==> src/rtl/row_reduce_pkg.sv <==
// Shared definitions for the row reducer: tree depth helper, FSM encoding, saturation modes.
package row_reduce_pkg;

  localparam int SAT_WRAP  = 0;
  localparam int SAT_CLAMP = 1;

  typedef enum logic {
    IDLE = 1'b0,
    OPEN = 1'b1
  } state_t;

  function automatic int clog2(input int n);
    int r;
    r = 0;
    for (int i = 0; i < 31; i++) begin
      if ((1 << i) < n) r = i + 1;
    end
    return r;
  endfunction

endpackage

==> src/rtl/adder_tree_pipe.sv <==
// Registered pairwise reduction of NI signed lanes; level k results are DATA_W+k+1 bits wide.
module adder_tree_pipe
  import row_reduce_pkg::*;
#(
  parameter int NI     = 8,
  parameter int DATA_W = 32
) (
  input  logic                                               clk,
  input  logic                                               rst,
  input  logic                                               flush,
  input  logic                                               in_valid,
  input  logic                                               in_last,
  input  logic [NI*DATA_W-1:0]                               in_row,
  output logic                                               out_valid,
  output logic                                               out_last,
  output logic signed [DATA_W+row_reduce_pkg::clog2(NI)-1:0] out_sum
);

  localparam int LVL = clog2(NI);

  logic [LVL-1:0] vld_sr;
  logic [LVL-1:0] last_sr;

  for (genvar k = 0; k < LVL; k++) begin : g_lvl
    localparam int N = NI >> (k + 1);
    localparam int W = DATA_W + k + 1;
    logic signed [W-1:0] s [N];

    if (k == 0) begin : g_first
      always_ff @(posedge clk or posedge rst) begin
        if (rst) begin
          for (int j = 0; j < N; j++) s[j] <= '0;
        end else begin
          for (int j = 0; j < N; j++)
            s[j] <= W'($signed(in_row[2*j*DATA_W +: DATA_W]))
                  + W'($signed(in_row[(2*j+1)*DATA_W +: DATA_W]));
        end
      end
    end else begin : g_next
      always_ff @(posedge clk or posedge rst) begin
        if (rst) begin
          for (int j = 0; j < N; j++) s[j] <= '0;
        end else begin
          for (int j = 0; j < N; j++)
            s[j] <= W'(g_lvl[k-1].s[2*j]) + W'(g_lvl[k-1].s[2*j+1]);
        end
      end
    end
  end

  // Sideband only; tree data need not be flushed since nothing downstream looks at it unqualified.
  always_ff @(posedge clk or posedge rst) begin
    if (rst) begin
      vld_sr  <= '0;
      last_sr <= '0;
    end else if (flush) begin
      vld_sr  <= '0;
      last_sr <= '0;
    end else begin
      vld_sr[0]  <= in_valid;
      last_sr[0] <= in_valid & in_last;
      for (int i = 1; i < LVL; i++) begin
        vld_sr[i]  <= vld_sr[i-1];
        last_sr[i] <= last_sr[i-1];
      end
    end
  end

  assign out_valid = vld_sr[LVL-1];
  assign out_last  = last_sr[LVL-1];
  assign out_sum   = g_lvl[LVL-1].s[0];

endmodule

==> src/rtl/row_reduce_accumulator.sv <==
// Adder-tree row reducer with per-row chunk accumulation and wrap/saturate output stage.
// state | meaning
// IDLE  | no row open; next tree result starts a row
// OPEN  | row in progress; tree results accumulate until last
module row_reduce_accumulator
  import row_reduce_pkg::*;
#(
  parameter int NI     = 8,
  parameter int DATA_W = 32,
  parameter int CNT_W  = 16,
  parameter int SAT    = 0
) (
  input  logic                 clk,
  input  logic                 rst,
  input  logic                 in_valid,
  input  logic                 in_last,
  input  logic [NI*DATA_W-1:0] in_row,
  input  logic                 abort,
  output logic                 out_valid,
  output logic [DATA_W-1:0]    out_sum,
  output logic [CNT_W-1:0]     out_count,
  output logic                 out_ovf
);

  localparam int LVL   = clog2(NI);
  localparam int TW    = DATA_W + LVL;
  localparam int ACC_W = DATA_W + LVL + CNT_W;

  localparam logic signed [ACC_W-1:0] MAX_V = {{(ACC_W-DATA_W+1){1'b0}}, {(DATA_W-1){1'b1}}};
  localparam logic signed [ACC_W-1:0] MIN_V = {{(ACC_W-DATA_W+1){1'b1}}, {(DATA_W-1){1'b0}}};

  logic                 t_valid, t_last;
  logic signed [TW-1:0] t_sum;

  state_t                  state, state_n;
  logic signed [ACC_W-1:0] acc, acc_n;
  logic [CNT_W-1:0]        cnt, cnt_n;
  logic                    emit, hi, lo;
  logic [DATA_W-1:0]       sum_sel;

  adder_tree_pipe #(.NI(NI), .DATA_W(DATA_W)) u_tree (
    .clk       (clk),
    .rst       (rst),
    .flush     (abort),
    .in_valid  (in_valid),
    .in_last   (in_last),
    .in_row    (in_row),
    .out_valid (t_valid),
    .out_last  (t_last),
    .out_sum   (t_sum)
  );

  always_comb begin
    state_n = state;
    acc_n   = acc;
    cnt_n   = cnt;
    emit    = 1'b0;
    if (t_valid) begin
      case (state)
        IDLE: begin
          acc_n = ACC_W'(t_sum);
          cnt_n = CNT_W'(1);
          if (t_last) emit = 1'b1;
          else        state_n = OPEN;
        end
        OPEN: begin
          acc_n = acc + ACC_W'(t_sum);
          cnt_n = (cnt == '1) ? cnt : cnt + CNT_W'(1);
          if (t_last) begin
            emit    = 1'b1;
            state_n = IDLE;
          end
        end
        default: state_n = IDLE;
      endcase
    end
  end

  // Range check is on the updated accumulator so the emitted total includes the last chunk.
  always_comb begin
    hi      = (acc_n > MAX_V);
    lo      = (acc_n < MIN_V);
    sum_sel = acc_n[DATA_W-1:0];
    if (SAT == SAT_CLAMP) begin
      if (hi)      sum_sel = MAX_V[DATA_W-1:0];
      else if (lo) sum_sel = MIN_V[DATA_W-1:0];
    end
  end

  always_ff @(posedge clk or posedge rst) begin
    if (rst) begin
      state     <= IDLE;
      acc       <= '0;
      cnt       <= '0;
      out_valid <= 1'b0;
      out_sum   <= '0;
      out_count <= '0;
      out_ovf   <= 1'b0;
    end else if (abort) begin
      state     <= IDLE;
      acc       <= '0;
      cnt       <= '0;
      out_valid <= 1'b0;
    end else begin
      state     <= state_n;
      acc       <= acc_n;
      cnt       <= cnt_n;
      out_valid <= emit;
      if (emit) begin
        out_sum   <= sum_sel;
        out_count <= cnt_n;
        out_ovf   <= hi | lo;
      end
    end
  end

endmodule

==> config.mk <==
export PLATFORM = sky130hd
export DESIGN_NAME = row_reduce_accumulator
export DESIGN_NICKNAME = d
export VERILOG_FILES = /design/src/rtl/row_reduce_pkg.sv /design/src/rtl/adder_tree_pipe.sv /design/src/rtl/row_reduce_accumulator.sv
export SDC_FILE = /design/constraint.sdc
export NUM_CORES = 1
export LEC_CHECK = 0
export BUFFER_PORTS_ARGS = -buffer_cell sky130_fd_sc_hd__buf_4
export CAP_MARGIN = 20
export CORE_MARGIN = 2
export CORE_UTILIZATION = 55
export CTS_BUF_LIST = sky130_fd_sc_hd__clkbuf_8
export DETAILED_ROUTE_END_ITERATION = 6
export PLACE_DENSITY = 0.79
export REMOVE_ABC_BUFFERS = 1
export SETUP_SLACK_MARGIN = 0.4
export SYNTH_ARGS = -nofsm -noshare
export SYNTH_HDL_FRONTEND = slang
export SYNTH_SLANG_ARGS = --single-unit
==> constraint.sdc <==
create_clock -name clk -period 9.86 [get_ports clk]
set_clock_uncertainty 0.05 [all_clocks]
set_input_delay 0 -clock clk [delete_from_list [all_inputs] [get_ports clk]]
set_output_delay 0 -clock clk [all_outputs]
set_load 0.03 [all_outputs]
==> results.sh, run 1 <==
export IMPL_status="complete, no violations"
export IMPL_wire_per_inst_um=20.9
export IMPL_synth_adder_area_share=0.151
export IMPL_cp_end_kind="flop"
export IMPL_synth_area_um2=24200
export IMPL_numCtsBuffers=58
export IMPL_fin_area_um2=32300
export IMPL_insertion_delay_ns=0.66
export IMPL_clk_path_buf_depth=3
export IMPL_cts_root_buf="clkbuf_8"
export IMPL_vdd_ir_drop_worst_mv=0.107
export IMPL_fill_cells=2707
export IMPL_period_needed_ns=5.24
export IMPL_grt_pass1_vias=25300
export IMPL_synthArstFlopShare=1.00
export IMPL_ios=311
export IMPL_first_pass_iters=6
export IMPL_antenna_found_initial=1
export IMPL_io_buffers=310
export IMPL_dp_cells=3448
export IMPL_hold_viol=0
export IMPL_synth_distinct_cells=80
export IMPL_setup_viol=0
export IMPL_synth_compound_area_frac=0.207
export IMPL_endpoint="u_tree.g_lvl[0].s[126]"
export IMPL_dpl_cell_area_um2=27200
export IMPL_worst_hold_path_type="primary input to async pin"
export IMPL_cts_clk_slew_worst_paths_ns=0.07
export IMPL_ctsResizeCount=0
export IMPL_synth_top_family_by_area="compound AO/OA/AOI/OAI gates"
export IMPL_dieArea_um2=45700
export IMPL_wl_mm=82.3
export IMPL_grt_pass1_wl_mm=129
export IMPL_cts_tree="done"
export IMPL_rsz0062_at_grt="false"
export IMPL_track_usage=0.359
export IMPL_globalRoute_totalOverflow=0
export IMPL_path_class="primary input to flop"
export IMPL_htreeDepth=2
export IMPL_cp_max_fo=4
export IMPL_maxSlewHeadroom=0.340
export IMPL_synth_xor_area_frac=0.0860
export IMPL_synth_mux_area_frac=0.0154
export IMPL_rr_startpoint="u_tree.out_sum[34]"
export IMPL_cp_arrival_ns=5.72
export IMPL_synth_flop_cell="dfrtp_1"
export IMPL_cts_setup_buffers=0
export IMPL_drive_above_1_share=0.129
export IMPL_synth_warnings=0
export IMPL_multi_input_comb_area_um2=14700
export IMPL_slew_viol_final=0
export IMPL_maxCapViolations=0
export IMPL_p_per_area_nw_per_um2=217
export IMPL_syn_area_per_cell_um2=9.33
export IMPL_rr_worst_depth=14
export IMPL_viasPerCell=6.09
export IMPL_period_share=0.532
export IMPL_syn_to_final_growth_pct=33.4
export IMPL_die_w_um=214
export IMPL_layout_cells_non_filler=3942
export IMPL_fmax_mhz=191
export IMPL_cts_hold_buf=392
export IMPL_drc=0
export IMPL_timing_reg2reg_setup_slack_ns=5.50
export IMPL_synthesis_instances=2597
export IMPL_dp_final_hpwl_mm=49.6
export IMPL_die_h_um=214
export IMPL_synth_enable_flop_cells=0
export IMPL_p_leak_nw=15.5
export IMPL_regToRegEndpoint="out_ovf"
export IMPL_drt_iter0_drc=1880
export IMPL_yosysSeqAreaShare=0.371
export IMPL_ant_nets=0
export IMPL_crit_start="in_row[34]"
export IMPL_place_gp_congestion=0.942
export IMPL_critPathRequiredTime_ns=10.33
export IMPL_num_rows=76
export IMPL_startpoint_type="primary input"
export IMPL_nets=3863
export IMPL_ys_seq_elements=359
export IMPL_core_um2=43300
export IMPL_synthSimpleGateAreaFrac=0.147
export IMPL_regArea_um2=8980
export IMPL_worstMarginPinSlew_ns=0.991
export IMPL_vias=24000
export IMPL_clock_sinks=359
export IMPL_grt_start_max_net_pins=135
export IMPL_start_util=0.560
==> sequential cells by signal (all words and copies together) (netlist names) <==
signal          count
u_tree.g_lvl.s    200
u_tree.last_sr      3
u_tree.vld_sr       3
out_valid           1
out_count          16
u_tree.out_sum     35
cnt                16
out_sum            32
out_ovf             1
state               1
acc                51
==> stage by stage <==
step                      setup TNS [ns]  utilization  worst slack (ns)  hold WS, ns  power [W]
after global placement                 0        0.628              5.59        0.169    0.00507
after floorplan                   -54.57            -            -0.152       0.0131    0.00436
after detailed placement               0        0.628              5.55        0.179    0.00517
final                                  0        0.747              4.62       0.0301    0.00701
after global routing                   0        0.747              4.48       0.0426    0.00745
after CTS                              0        0.747              5.06      0.00796    0.00682
==> final cells by class <==
class                   instances  share of cell area
multi-input cells            2085               0.454
clock inverters                28             0.00712
inverters                     100              0.0118
clock buffers                  73              0.0311
repair buffers                711               0.195
flip-flops and latches        359               0.278
well taps                     585              0.0226
diodes                          1           0.0000774
==> per-layer routing <==
metal  global-route usage  share of wire  wire, um  vias to the layer above
li1                     -              -         -                    10800
met4                0.214          0.063      5210                        0
met5                    0              0         0                        -
met3               0.0609          0.067      5530                      453
met2                0.636           0.49     40400                     1341
met1                0.408           0.38     31200                    11400
==> cells in the final DEF, fill, tap and decap left out, types with 19 or more instances in the layout <==
cell type,instances
dfrtp_1,358
and3_1,28
o21ai_0,161
nor2b_1,44
xor2_1,77
o21a_1,28
nand2_1,186
dlygate4sd3_1,392
buf_4,319
xnor2_1,161
nand2b_1,30
nor3_1,45
o21bai_1,37
nand4_1,27
inv_1,110
nand3_1,66
clkbuf_8,73
a211oi_1,23
a21oi_1,236
a21o_1,134
nor2_1,233
mux2i_1,35
ha_1,279
and2_1,19
a31oi_1,26
==> cells in the mapped netlist, types with 6 or more instances <==
cell type | instances | area (um^2)
nand4_1 | 27 | 169
a211o_1 | 11 | 96.3
a31oi_1 | 26 | 163
fa_1 | 8 | 160
o31ai_1 | 14 | 105
clkbuf_1 | 45 | 169
xnor2_1 | 161 | 1410
and2_1 | 19 | 119
o211ai_1 | 9 | 67.6
nor3_1 | 45 | 225
or3_1 | 13 | 81.3
dfrtp_1 | 359 | 8980
a21o_1 | 134 | 1010
xor2_1 | 77 | 674
o31a_1 | 6 | 52.6
nor2b_1 | 44 | 275
o221ai_1 | 11 | 96.3
and4_1 | 7 | 61.3
or2_2 | 7 | 43.8
o21ai_0 | 161 | 806
inv_1 | 99 | 372
a211oi_1 | 23 | 173
nand2b_1 | 30 | 188
o21a_1 | 28 | 210
a21oi_1 | 236 | 1180
nor3b_1 | 6 | 45.0
mux2i_1 | 35 | 350
and3_1 | 28 | 175
ha_1 | 279 | 3490
o21bai_1 | 37 | 278
nand2_1 | 186 | 698
nand3_1 | 66 | 330
nor4_1 | 8 | 50.1
a221oi_1 | 9 | 78.8
a41oi_1 | 7 | 61.3
buf_1 | 6 | 22.5
nor2_1 | 233 | 875
a21boi_0 | 9 | 67.6
==> kinds of logic (layout without fill, tap and decap cells) <==
logic type	count (synthesis)	in the layout
AOI/OAI and AO/OA	780	780
adders and majority gates	287	287
DFF	359	359
buffers and inverters	153	912
other	0	1
and+or+nand+nor	743	743
xor gates and xnor gates	238	238
muxes	37	37
==> critical path, stage by stage <==
cell           delay, ns
dlygate4sd3_1       0.54
buf_4               0.14
ha_1                0.30
dlygate4sd3_1       0.61
a21o_1              0.20
a21oi_1             0.20
o21ai_0             0.22
a41oi_1             0.48
o2bb2ai_1           0.35
o211a_1             0.26
o31ai_1             0.11
o41ai_1             0.71
o21bai_1            0.11
a211oi_1            0.23
dlygate4sd3_1       0.60
nor2_1              0.06
dlygate4sd3_1       0.58
==> worst min-delay path by stage <==
| stage | end | slack, ns | depth (start not counted) |
|---|---|---|---|
| 2_1_floorplan | acc[47] | 0.01 | 1 |
| 3_3_place_gp | u_tree.g_lvl[0].s[99] | 0.17 | 2 |
| 3_5_place_dp | u_tree.g_lvl[0].s[99] | 0.18 | 2 |
| 4_1_cts | u_tree.g_lvl[0].s[107] | 0.008 | 5 |
| 5_1_grt | u_tree.g_lvl[0].s[99] | 0.04 | 3 |
| 6_report | acc[36] | 0.03 | 3 |
==> power breakdown <==
group / total [W] / internal, W / switching [W]
logic: 0.00360 / 0.00160 / 0.00200
registers: 0.00202 / 0.00185 / 0.000170
clock network: 0.00140 / 0.000767 / 0.000629
Power figures use the tool's default switching activity.
==> run 2, diff against run 1 <==
==> constraint.sdc (replaced) <==
create_clock -name clk -period 4.5 [get_ports clk]
set_clock_uncertainty 0.05 [all_clocks]
set_input_delay 0 -clock clk [delete_from_list [all_inputs] [get_ports clk]]
set_output_delay 0 -clock clk [all_outputs]
set_load 0.03 [all_outputs]
==> run 2 against run 1 <==
  * Power increased by 130%
  * Register-to-register slack got worse by 5.3 ns
  * The flow now finishes with violations (design-rule violations, negative setup slack)
  * Hold slack got worse by 0.011 ns
  * Non-clock buffer count is 25 higher
  * First-iteration DRC count up 34%
  * Global-route usage increased by 0.86 points
  * Critical endpoint unchanged
  * Routed wire length increased by 11%
  * Setup slack got worse by 4.6 ns
  * Via count rose by 5.4%
==> results.sh, run 2 (same netlist as run 1, synthesis figures left out) <==
export IMPL_top_register="u_tree.g_lvl.s"
export IMPL_viasPerCell=6.37
export IMPL_fin_util=0.765
export IMPL_syn_to_final_growth_pct=36.6
export IMPL_dieArea_um2=45700
export IMPL_maxCapViolations=0
export IMPL_grt_pass1_vias=25600
export IMPL_nets=3890
export IMPL_cp_top_family="compound AO/OA/AOI/OAI gates"
export IMPL_period_share=1.00
export IMPL_core_um2=43300
export IMPL_worst_hold_path_type="primary input to flop"
export IMPL_fin_area_um2=33100
export IMPL_clk_path_buf_depth=3
export IMPL_crit_top_cell="dlygate4sd3_1"
export IMPL_grt_start_max_net_pins=132
export IMPL_fill_cells=2547
export IMPL_regArea_um2=8990
export IMPL_rsz0062_at_grt="true"
export IMPL_worstMarginPinSlew_ns=0.908
export IMPL_ant_nets=0
export IMPL_setup_viol=1
export IMPL_fmax_mhz=221
export IMPL_cts_clk_slew_worst_paths_ns=0.08
export IMPL_cp_arrival_ns=5.04
export IMPL_multi_input_comb_area_um2=15000
export IMPL_cp_end_kind="flop"
export IMPL_place_gp_congestion=0.933
export IMPL_start_util=0.560
export IMPL_cp_max_fo=4
export IMPL_die_h_um=214
export IMPL_critPathBufInv=5
export IMPL_numCtsBuffers=60
export IMPL_violations="design-rule violations, negative setup slack"
export IMPL_vias=25300
export IMPL_slew_viol_final=0
export IMPL_largest_reg_flops=200
export IMPL_p_per_area_nw_per_um2=487
export IMPL_drc=37
export IMPL_dpl_cell_area_um2=27300
export IMPL_num_rows=76
export IMPL_p_leak_nw=15.7
export IMPL_hold_viol=0
export IMPL_startpoint_type="primary input"
export IMPL_period_needed_ns=4.52
export IMPL_ios=311
export IMPL_status="finished, violations left"
export IMPL_clock_sinks=359
export IMPL_antenna_found_initial=9
export IMPL_drt_iter0_drc=2522
export IMPL_die_w_um=214
export IMPL_total_power_w=0.0161
export IMPL_path_class="primary input to flop"
export IMPL_insertion_delay_ns=0.68
export IMPL_wire_per_inst_um=23.0
export IMPL_layout_commonest_cell="dlygate4sd3_1"
export IMPL_cts_tree="done"
export IMPL_dp_final_hpwl_mm=50.0
export IMPL_vdd_ir_drop_worst_mv=0.239
export IMPL_timing_reg2reg_setup_slack_ns=0.16
export IMPL_htreeDepth=2
export IMPL_maxSlewHeadroom=0.395
export IMPL_fin_ws_ns=-0.0217
export IMPL_place_ws_ns=0.328
export IMPL_wl_mm=91.3
export IMPL_cts_root_buf="clkbuf_8"
export IMPL_first_pass_iters=7
export IMPL_final_cell_mix="397 x dlygate4sd3_1, 357 x dfrtp_1, 336 x buf_4"
export IMPL_grt_pass1_wl_mm=132
export IMPL_io_buffers=310
export IMPL_hold_slack_ns=0.0191
export IMPL_top_regs="u_tree.g_lvl.s x200, acc x51, u_tree.out_sum x35"
export IMPL_globalRoute_totalOverflow=0
export IMPL_track_usage=0.368
export IMPL_slowest_stage="dlygate4sd3_1"
export IMPL_critPathRequiredTime_ns=5.01
export IMPL_cp_cell_sequence="dlygate4sd3_1 > buf_4 > ha_1 > dlygate4sd3_1 > a21o_1 > a21oi_1 > o21ai_1 > a41oi_2 > o2bb2ai_2 > o211a_1 > o31ai_1 > o41ai_1 > buf_4 > o21bai_1 > a211oi_1 > dlygate4sd3_1 > nor2_2"
export IMPL_slowest_delay_ns=0.61
export IMPL_drive_above_1_share=0.155
==> run 2: layer usage <==
layer  wire length, um  GRT usage
met1             32800      0.419
met2             42400      0.638
met3              8180     0.0699
met4              7870      0.228
met5                13          0
==> run 2: worst paths after layout <==
check,endpoint,cells past startpoint,from
max in group asynchronous,u_tree.g_lvl[0].s[102],4,rst
min in group asynchronous,acc[42],3,rst
worst max-delay path,u_tree.g_lvl[0].s[126],17,in_row[34]
worst min register to register,state,1,u_tree.last_sr[2]
worst min-delay path,u_tree.g_lvl[0].s[19],7,in_row[209]
worst max register to register,u_tree.g_lvl[1].s[66],16,u_tree.g_lvl[0].s[66]
==> run 2: layout make-up <==
| class | instances | area share |
|---|---|---|
| Sequential cell | 359 | 0.272 |
| Clock buffer | 80 | 0.0333 |
| Antenna cell | 3 | 0.000227 |
| Tap cell | 585 | 0.0221 |
| Clock inverter | 27 | 0.00938 |
| Multi-Input combinational cell | 2085 | 0.454 |
| Inverter | 100 | 0.0116 |
| Timing Repair Buffer | 736 | 0.198 |
==> run 2: worst min-delay path, cell delays in order <==
cell and delay (ns):
buf_4 0.09, ha_1 0.17, a21oi_1 0.04, o21ai_0 0.07, a21oi_1 0.08, o21ai_2 0.15, xor2_1 0.09
==> run 2: power breakdown <==
group | switching, W | internal [W]
clock | 0.00144 | 0.00199
combinational | 0.00463 | 0.00360
sequential | 0.000397 | 0.00405
==> run 2: metrics by stage <==
step           setup TNS (ns)  std cells
6_report              -0.0217       3975
5_1_grt                     0       3974
4_1_cts                     0       3966
3_5_place_dp                0       3463
3_3_place_gp                0       3463
2_1_floorplan        -1978.81       2544
==> run 2: repair_timing <==
| action | CTS | global route |
|---|---|---|
| pin swaps | 0 | 11 |
| hold endpoints to repair | 270 | 1 |
| hold buffers | 396 | 1 |
| endpoints found under the setup margin | 2 | 40 |
| buffers inserted | 0 | 4 |
| gates resized for setup | 3 | 81 |
| cloned | 0 | 0 |
